### src/rtl/icache_pkg.sv
// Shared parameters, FSM state type and address-field helpers for the
// direct-mapped instruction cache.
package icache_pkg;

    localparam int ADDR_W = 16;
    localparam int WORD_W = 16;
    localparam int LINES  = 32;
    localparam int WORDS  = 8;
    localparam int IDX_W  = $clog2(LINES);
    localparam int OFF_W  = $clog2(WORDS);
    localparam int TAG_W  = ADDR_W - IDX_W - OFF_W - 1;

    typedef enum logic {
        IDLE,
        FILL
    } state_t;

    // Byte address layout: {tag, index, word offset, byte-in-word}
    function automatic logic [TAG_W-1:0] addr_tag(input logic [ADDR_W-1:0] a);
        return a[ADDR_W-1 -: TAG_W];
    endfunction

    function automatic logic [IDX_W-1:0] addr_idx(input logic [ADDR_W-1:0] a);
        return a[OFF_W+1 +: IDX_W];
    endfunction

    function automatic logic [OFF_W-1:0] addr_off(input logic [ADDR_W-1:0] a);
        return a[1 +: OFF_W];
    endfunction

endpackage

### src/rtl/icache_array.sv
// Data, tag and valid storage for the instruction cache: one combinational
// read port, one synchronous word write port, tag/valid update per line.
module icache_array
    import icache_pkg::*;
(
    input  logic              clk,
    input  logic              rst,
    input  logic [IDX_W-1:0]  rd_idx,
    input  logic [OFF_W-1:0]  rd_off,
    output logic [WORD_W-1:0] rd_data,
    output logic [TAG_W-1:0]  rd_tag,
    output logic              rd_valid,
    input  logic              wr_en,
    input  logic [IDX_W-1:0]  wr_idx,
    input  logic [OFF_W-1:0]  wr_off,
    input  logic [WORD_W-1:0] wr_data,
    input  logic              line_done,
    input  logic [TAG_W-1:0]  line_tag
);

    logic [WORD_W-1:0] data_mem [LINES*WORDS];
    logic [TAG_W-1:0]  tag_mem  [LINES];
    logic [LINES-1:0]  valid;

    assign rd_data  = data_mem[{rd_idx, rd_off}];
    assign rd_tag   = tag_mem[rd_idx];
    assign rd_valid = valid[rd_idx];

    always_ff @(posedge clk) begin
        if (wr_en) begin
            data_mem[{wr_idx, wr_off}] <= wr_data;
        end
        if (line_done) begin
            tag_mem[wr_idx] <= line_tag;
        end
    end

    // Only the valid bits need reset; stale data/tags are harmless once invalid
    always_ff @(posedge clk or negedge rst) begin
        if (!rst) begin
            valid <= '0;
        end else if (line_done) begin
            valid[wr_idx] <= 1'b1;
        end
    end

endmodule

### src/rtl/icache_fill_ctrl.sv
// Direct-mapped instruction cache front end: same-cycle hits, and on a miss
// a pipelined line refill that counts returned words rather than cycles.
module icache_fill_ctrl
    import icache_pkg::*;
(
    input  logic              clk,
    input  logic              rst,
    input  logic              fetch_en,
    input  logic [ADDR_W-1:0] fetch_addr,
    output logic [WORD_W-1:0] instr,
    output logic              cache_stall,
    output logic              mem_req,
    output logic [ADDR_W-1:0] mem_addr,
    input  logic              mem_valid,
    input  logic [WORD_W-1:0] mem_data
);

    localparam logic [OFF_W-1:0] LAST_WORD = OFF_W'(WORDS - 1);

    state_t            state;
    logic [TAG_W-1:0]  fill_tag;
    logic [IDX_W-1:0]  fill_idx;
    logic [OFF_W-1:0]  req_cnt;
    logic [OFF_W-1:0]  rx_cnt;
    logic [OFF_W-1:0]  req_nxt;

    logic [WORD_W-1:0] rd_data;
    logic [TAG_W-1:0]  rd_tag;
    logic              rd_valid;
    logic              lookup;
    logic              tag_match;
    logic              hit;
    logic              miss;
    logic              wr_en;
    logic              line_done;
    logic              addr_lsb_unused;

    assign addr_lsb_unused = fetch_addr[0];

    assign lookup    = rst && fetch_en && (state == IDLE);
    assign tag_match = rd_valid && (rd_tag == addr_tag(fetch_addr));
    assign hit       = lookup && tag_match;
    assign miss      = lookup && !tag_match;

    assign cache_stall = miss || (state == FILL);
    assign instr       = hit ? rd_data : '0;

    assign wr_en     = (state == FILL) && mem_valid;
    assign line_done = wr_en && (rx_cnt == LAST_WORD);
    assign req_nxt   = req_cnt + OFF_W'(1);

    icache_array u_array (
        .clk       (clk),
        .rst       (rst),
        .rd_idx    (addr_idx(fetch_addr)),
        .rd_off    (addr_off(fetch_addr)),
        .rd_data   (rd_data),
        .rd_tag    (rd_tag),
        .rd_valid  (rd_valid),
        .wr_en     (wr_en),
        .wr_idx    (fill_idx),
        .wr_off    (rx_cnt),
        .wr_data   (mem_data),
        .line_done (line_done),
        .line_tag  (fill_tag)
    );

    // Request issue and return counting run independently, so any memory
    // latency of one or more cycles completes the line correctly.
    always_ff @(posedge clk or negedge rst) begin
        if (!rst) begin
            state    <= IDLE;
            fill_tag <= '0;
            fill_idx <= '0;
            req_cnt  <= '0;
            rx_cnt   <= '0;
            mem_req  <= 1'b0;
            mem_addr <= '0;
        end else begin
            case (state)
                IDLE: begin
                    if (miss) begin
                        state    <= FILL;
                        fill_tag <= addr_tag(fetch_addr);
                        fill_idx <= addr_idx(fetch_addr);
                        req_cnt  <= '0;
                        rx_cnt   <= '0;
                        mem_req  <= 1'b1;
                        mem_addr <= {addr_tag(fetch_addr), addr_idx(fetch_addr),
                                     {OFF_W{1'b0}}, 1'b0};
                    end
                end
                FILL: begin
                    if (mem_req) begin
                        if (req_cnt == LAST_WORD) begin
                            mem_req  <= 1'b0;
                            mem_addr <= '0;
                        end else begin
                            req_cnt  <= req_nxt;
                            mem_addr <= {fill_tag, fill_idx, req_nxt, 1'b0};
                        end
                    end
                    if (mem_valid) begin
                        if (rx_cnt == LAST_WORD) begin
                            state   <= IDLE;
                            rx_cnt  <= '0;
                            req_cnt <= '0;
                        end else begin
                            rx_cnt <= rx_cnt + OFF_W'(1);
                        end
                    end
                end
                default: state <= IDLE;
            endcase
        end
    end

endmodule

### config.mk
export PLATFORM = sky130hd
export DESIGN_NAME = icache_fill_ctrl
export DESIGN_NICKNAME = d
export VERILOG_FILES = /design/src/rtl/icache_pkg.sv /design/src/rtl/icache_array.sv /design/src/rtl/icache_fill_ctrl.sv
export SDC_FILE = /design/constraint.sdc
export NUM_CORES = 2
export LEC_CHECK = 0
export BUFFER_PORTS_ARGS = -buffer_cell sky130_fd_sc_hd__buf_2
export CAP_MARGIN = 20
export CORE_MARGIN = 3
export CORE_UTILIZATION = 58
export DETAILED_ROUTE_END_ITERATION = 8
export PLACE_DENSITY = 0.74
export SETUP_SLACK_MARGIN = 0.2
export SYNTH_ARGS = -nofsm -noshare
export SYNTH_HDL_FRONTEND = slang
export SYNTH_HIERARCHICAL = 1
export SYNTH_MEMORY_MAX_BITS = 65536
export SYNTH_SLANG_ARGS = --single-unit
### constraint.sdc
create_clock -name clk -period 4.6 [get_ports clk]
set_input_delay 0.23 -clock clk [delete_from_list [all_inputs] [get_ports clk]]
set_output_delay 0.23 -clock clk [all_outputs]
set_load 0.03 [all_outputs]
---- Word-level counts from Yosys, hierarchy flattened ----
Memory sizes are Yosys's and may differ from the RTL's.
Index checks and enable logic that the tools add are counted.
word-level totals
  input port bits ......................... 36
  memories kept ........................... 2
  memory bits (writable) .................. 4320
  flip-flop bits (word level) ............. 68
  output and inout port bits .............. 34
  logic and storage cells ................. 66
operators by class
  equal/unequal tests ..................... 6
  $lt $le $gt $ge ......................... 3
  reduce and logical (&&, ||, !) cells .... 13
  $add $sub $neg .......................... 2
  multiplexer cells ....................... 30
  bitwise logic cells ..................... 2
memories
  memory            depth  bits a word  read ports  clocked after memory_dff  wr ports  RTL line            RTL
  u_array.data_mem  256    16           1           0                         1         icache_array.sv:21  logic [WORD_W-1:0] data_mem [LINES*WORDS];
  u_array.tag_mem   32     7            1           0                         1         icache_array.sv:22  logic [TAG_W-1:0] tag_mem [LINES];
operators with widths
  operator               count
  $mux W16               4
  $or A32 B32 Y32        1
  $pmux W16 S2           1
  $mux W3                7
  $lt A5 B6 Y1 const B   2
  $mux W1                12
  $pmux W3 S2            2
  $logic_and A1 B1 Y1    8
  $eq A7 B7 Y1           1
  $add A3 B1 Y3 const B  2
  $eq A3 B3 Y1 const B   2
  $ne A2 B2 Y1 const B   3
  $reduce_and A2 Y1      3
  $bmux W1 S5            1
  $demux W1 S5           1
  $ge A5 B1 Y1 const B   1
  $pmux W1 S2            2
  $logic_not A1 Y1       1
  $logic_or A1 B1 Y1     1
  $not A1 Y1             1

---- Logic depth before layout (Yosys ltp) ----
  depth after elaboration ................. 7
  depth in mapped cells ................... 13

---- Cells and area by module ----
Netlist, hierarchy kept.
by module, submodules not included
  module            sequential area each (um^2)  instances  cells each  area each (um^2)
  icache_array      130525.2                     1          7772        167936.1
  icache_fill_ctrl  875.8                        1          185         1915.6

---- Worst setup path after synthesis ----
OpenSTA, ideal clock, no wires.
  path kind ............................... in2out
  from .................................... input port fetch_addr[4]
  to ...................................... output port instr[10]
  required time ........................... 4.370 ns
  path slack .............................. 0.685 ns
  data arrival time ....................... 3.685 ns
  stages .................................. 11
  path through ............................ buf_2 -> buf_2 -> buf_1 -> mux4_2 -> mux4_2 -> mux2_2 -> xor2_1 -> nor4_4 -> and3b_1 -> buf_4 -> and2_1
between the ends
  longest elaborated chain between the ends .. 5
  elaborated cells on any way between the ends .. 8
  those cells by class .................... eq/ne (1); mux (3); reduce/logical (2); memory (2)
ends and longest elaborated chain
  item                 RTL line                RTL
  start: declaration   icache_fill_ctrl.sv:9   input logic [ADDR_W-1:0] fetch_addr,
  $mem_v2 Z32 W7       -
  named net rd_tag[3]  icache_fill_ctrl.sv:28  logic [TAG_W-1:0] rd_tag;
  $eq A7 B7 Y1         icache_fill_ctrl.sv:41  assign tag_match = rd_valid && (rd_tag == addr_tag(fetch_addr));
  $logic_and A1 B1 Y1  icache_fill_ctrl.sv:41
  $logic_and A1 B1 Y1  icache_fill_ctrl.sv:42  assign hit = lookup && tag_match;
  $mux W16             icache_fill_ctrl.sv:46  assign instr = hit ? rd_data : '0;
  end: declaration     icache_fill_ctrl.sv:10  output logic [WORD_W-1:0] instr,
The timed path passes the listed nets, and every way through them passes these cells. The select of a mux whose other input is x is not followed.

---- Final worst setup path ----
  from .................................... memory u_array.data_mem[222][5]
  to ...................................... output port instr[5]
between the ends
  longest elaborated chain between the ends .. 2
ends and longest elaborated chain
  item                  RTL line                RTL
  start: declaration    icache_array.sv:21
  $mem_v2 Z256 W16      -
  named net rd_data[5]  icache_fill_ctrl.sv:27  logic [WORD_W-1:0] rd_data;
  $mux W16              icache_fill_ctrl.sv:46
The timed path passes the listed nets, and every way through them passes these cells.

==> out/qor.yml <==
status: "completed"
criticalPathCategory: "register to output pin"
htree_levels: 5
placed_cell_area_um2: 178000
nNetsFinal: 8689
post_drt_wl_per_cell_um: 35.6
worst_path_max_delay_cell: "sky130_fd_sc_hd__a2111oi_2"
routed-via-count: 88800
dp_hpwl_um: 279000
final_hold_viol_count: 0
floorplan.die.width_um: 547
ff_latch_area_um2: 131000
synth_seq_cells: 4387
cts_post_setup_buffers_inserted: 0
finalClockSkew_ps: 50.5
setup.worst_path.start_class: "register"
overflow: 0
final.period_utilization_pct: 97.3
clk_latency_ps: 1010
cts_num_sinks: 4387
ys_top_cells_by_area: "sky130_fd_sc_hd__edfxtp_1 (76%), sky130_fd_sc_hd__mux4_2 (12%), sky130_fd_sc_hd__mux2i_1 (2.6%)"
synth_edf_count: 4320
synthesis.nets: 7999
hold-worst-slack_ps: 52.5
max_slew_margin_pct: 17.4
crit_path_frequent_cell: "sky130_fd_sc_hd__buf_4"
globalRouteTotalUtil_pct: 30.7
grt_setup_unrepaired: "true"
multiInputGateArea_um2: 35800
tritoncts: "yes"
cts.root.buffer_cell: "sky130_fd_sc_hd__clkbuf_16"
critPathMaxFanout: 2
synthTopCellsByCount: "sky130_fd_sc_hd__edfxtp_1 (4,320), sky130_fd_sc_hd__mux4_2 (888), sky130_fd_sc_hd__mux2i_1 (444)"
fillerInstances: 17800
die_footprint_um2: 299000
first_global_vias: 86600
ys_types: 80
grt_antenna_before_repair: 23
required_time_of_the_worst_setup_path_ps: 4370
fmax_mhz: 223
post_synth.cell_area_avg_um2: 21.3
grt_pass1_wl_um: 653000
synthFlopType: "sky130_fd_sc_hd__edfxtp_1"
cpPeakStageDelay_ps: 610
drt_first_iter_violations: 14200
worst_slew_pin_slew_ps: 1220
critical_path_buf_inv_count: 3
cap_violations: 0
syn-cell-area_um2: 170000
effective_utilization_at_floorplan_pct: 58.3
drt_pass1_iterations: 7
yosys_warnings: 6
synth_top_cell_area_share_pct: 76.4
crit_chain: "mux2i_1, o221ai_1, o22ai_1, a2111oi_2, buf_4, nand3_1, nor4_4, buf_4, and2_1, buf_6"
p_leak_nw: 61.9
floorplan.core_area_um2: 291000
synth_most_common_cell: "sky130_fd_sc_hd__edfxtp_1"
synthesized_instance_count: 7957
die_height_um: 547
timing_max_transition_violations_final: 0
gpl.final_weighted_congestion: 0.977
critPathCaptureType: "output pin"
number_of_input_and_output_port_buffers_inserted: 67
synthesis_to_finish_area_growth_pct: 13.3
min_period_ps: 4480
clkTransAtPathRegs_ps: 60
timing.hold.worst.class: "input pin to async pin"
async_flop_share_pct: 1.53
detail_route.drc_violations: 0
setup_viol: 0
cellPowerDensity_nw_per_um2: 445
antenna_violating_nets_left: 0
worst-endpoint-arrival_ps: 4250
final_cell_area_um2: 192000
grt_max_degree: 164
max-clock-path-buffers: 4
avgViaCountPerCell: 6.88
number_of_cts_inserted_buffers: 421
std_cell_rows: 198
drive_above_1_share_pct: 26.0
worst_path_dominant_cell_family: "compound AO/OA/AOI/OAI gates"
sequential_cell_area_fraction_in_the_yosys_report_pct: 77.4
vdd.ir_drop.worst_v: 0.000448
synth_largest_area_cell: "sky130_fd_sc_hd__edfxtp_1"
pin_count: 70
wl_um: 460000
## sequential cells by signal, summed over array words and instances, names as in the netlist
name / flops
u_array/data_mem: 4096
u_array/tag_mem: 224
u_array/valid: 32
mem_addr: 15
fill_tag: 7
fill_idx: 5
req_cnt: 3
rx_cnt: 3
mem_req: 1
state: 1
## placed cells by master (no fill, tap or decap), drive strengths merged, types with 46 or more instances in the layout
master  instances
a211oi         89
dfrtp          67
o221ai         91
a21oi         131
edfxtp       4320
mux4          914
nor3          160
nor2          356
o22ai         208
nand2         128
clkinv        194
clkbuf        527
a22oi         118
buf           711
mux2i         444
nor4           53
bufinv         46
## report_power, final
part / internal [mW] / total, mW / switching, mW
combinational: 1.94 / 6.11 / 4.18
clock: 19.6 / 34.4 / 14.9
sequential: 44.7 / 45.1 / 0.414
total: 66.2 / 85.7 / 19.4
## area by class of cell
type / count / area share, %
flip-flops and latches: 4387 / 68.3
multi-input cells: 3080 / 18.6
clock buffers: 518 / 5.68
repair buffers: 747 / 3.41
well taps: 3900 / 2.54
clock inverters: 258 / 1.47
inverters: 10 / 0.0241
diodes: 11 / 0.0143
## routing by layer
layer  up-vias  track usage [%]  part of all wire [%]
met2      6668             46.3                    47
met3      1164             7.60                    13
met1     46000             41.8                    34
li1      34900                -                     -
met4        10             16.5                   6.5
met5         -                0                 0.014
## what timing repair did
item                                   in CTS  in global routing
endpoints found under the hold margin    1386                  0
hold buffers                               27                  0
gates cloned                                0                  2
setup endpoints to repair                  17                 17
gates resized for setup                    30                 47
pin swaps                                   3                  4
## worst min-delay path: stages
cell                            delay, ps
sky130_fd_sc_hd__dlygate4sd3_1        520
sky130_fd_sc_hd__buf_2                130
sky130_fd_sc_hd__buf_4                720
## stage by stage
stage	setup WS [ps]	cells	TNS (ps)	util, %	power [mW]
global route	144	12900	0	66.1	87.7
global placement	-577	12100	-2300	61.1	51.6
CTS	202	12900	0	66.0	85.7
finish	124	12900	0	66.1	85.7
detailed placement	-353	12100	-932	61.1	51.8
floorplan	685	7957	0	-	48.8
## worst paths after layout
check,startpoint,end,slack [ps],cells after the start
max in group asynchronous,rst,fill_idx[0],3910,3
setup reg to reg,state,u_array/data_mem[25][11],750,7
hold reg to reg,u_array/valid[25],u_array/valid[25],460,1
hold / removal,rst,mem_req,50,3
min in group clk,fetch_addr[7],fill_idx[3],80,3
setup / recovery,u_array/data_mem[222][5],instr[5],120,10
## logic make-up (layout without fill, tap and decap cells)
kind of cell,count (synthesis),after routing,synth area share [%]
and+or+nand+nor,893,894,2.49
DFF,4387,4387,77.4
muxes,1391,1391,15.0
xor gates and xnor gates,7,7,0.0361
AOI/OAI and AO/OA,781,781,3.24
adders and majority gates,6,6,0.0442
other,1,12,0.00221
buffers and inverters,491,1533,1.81
Power figures use the tool's default switching activity.
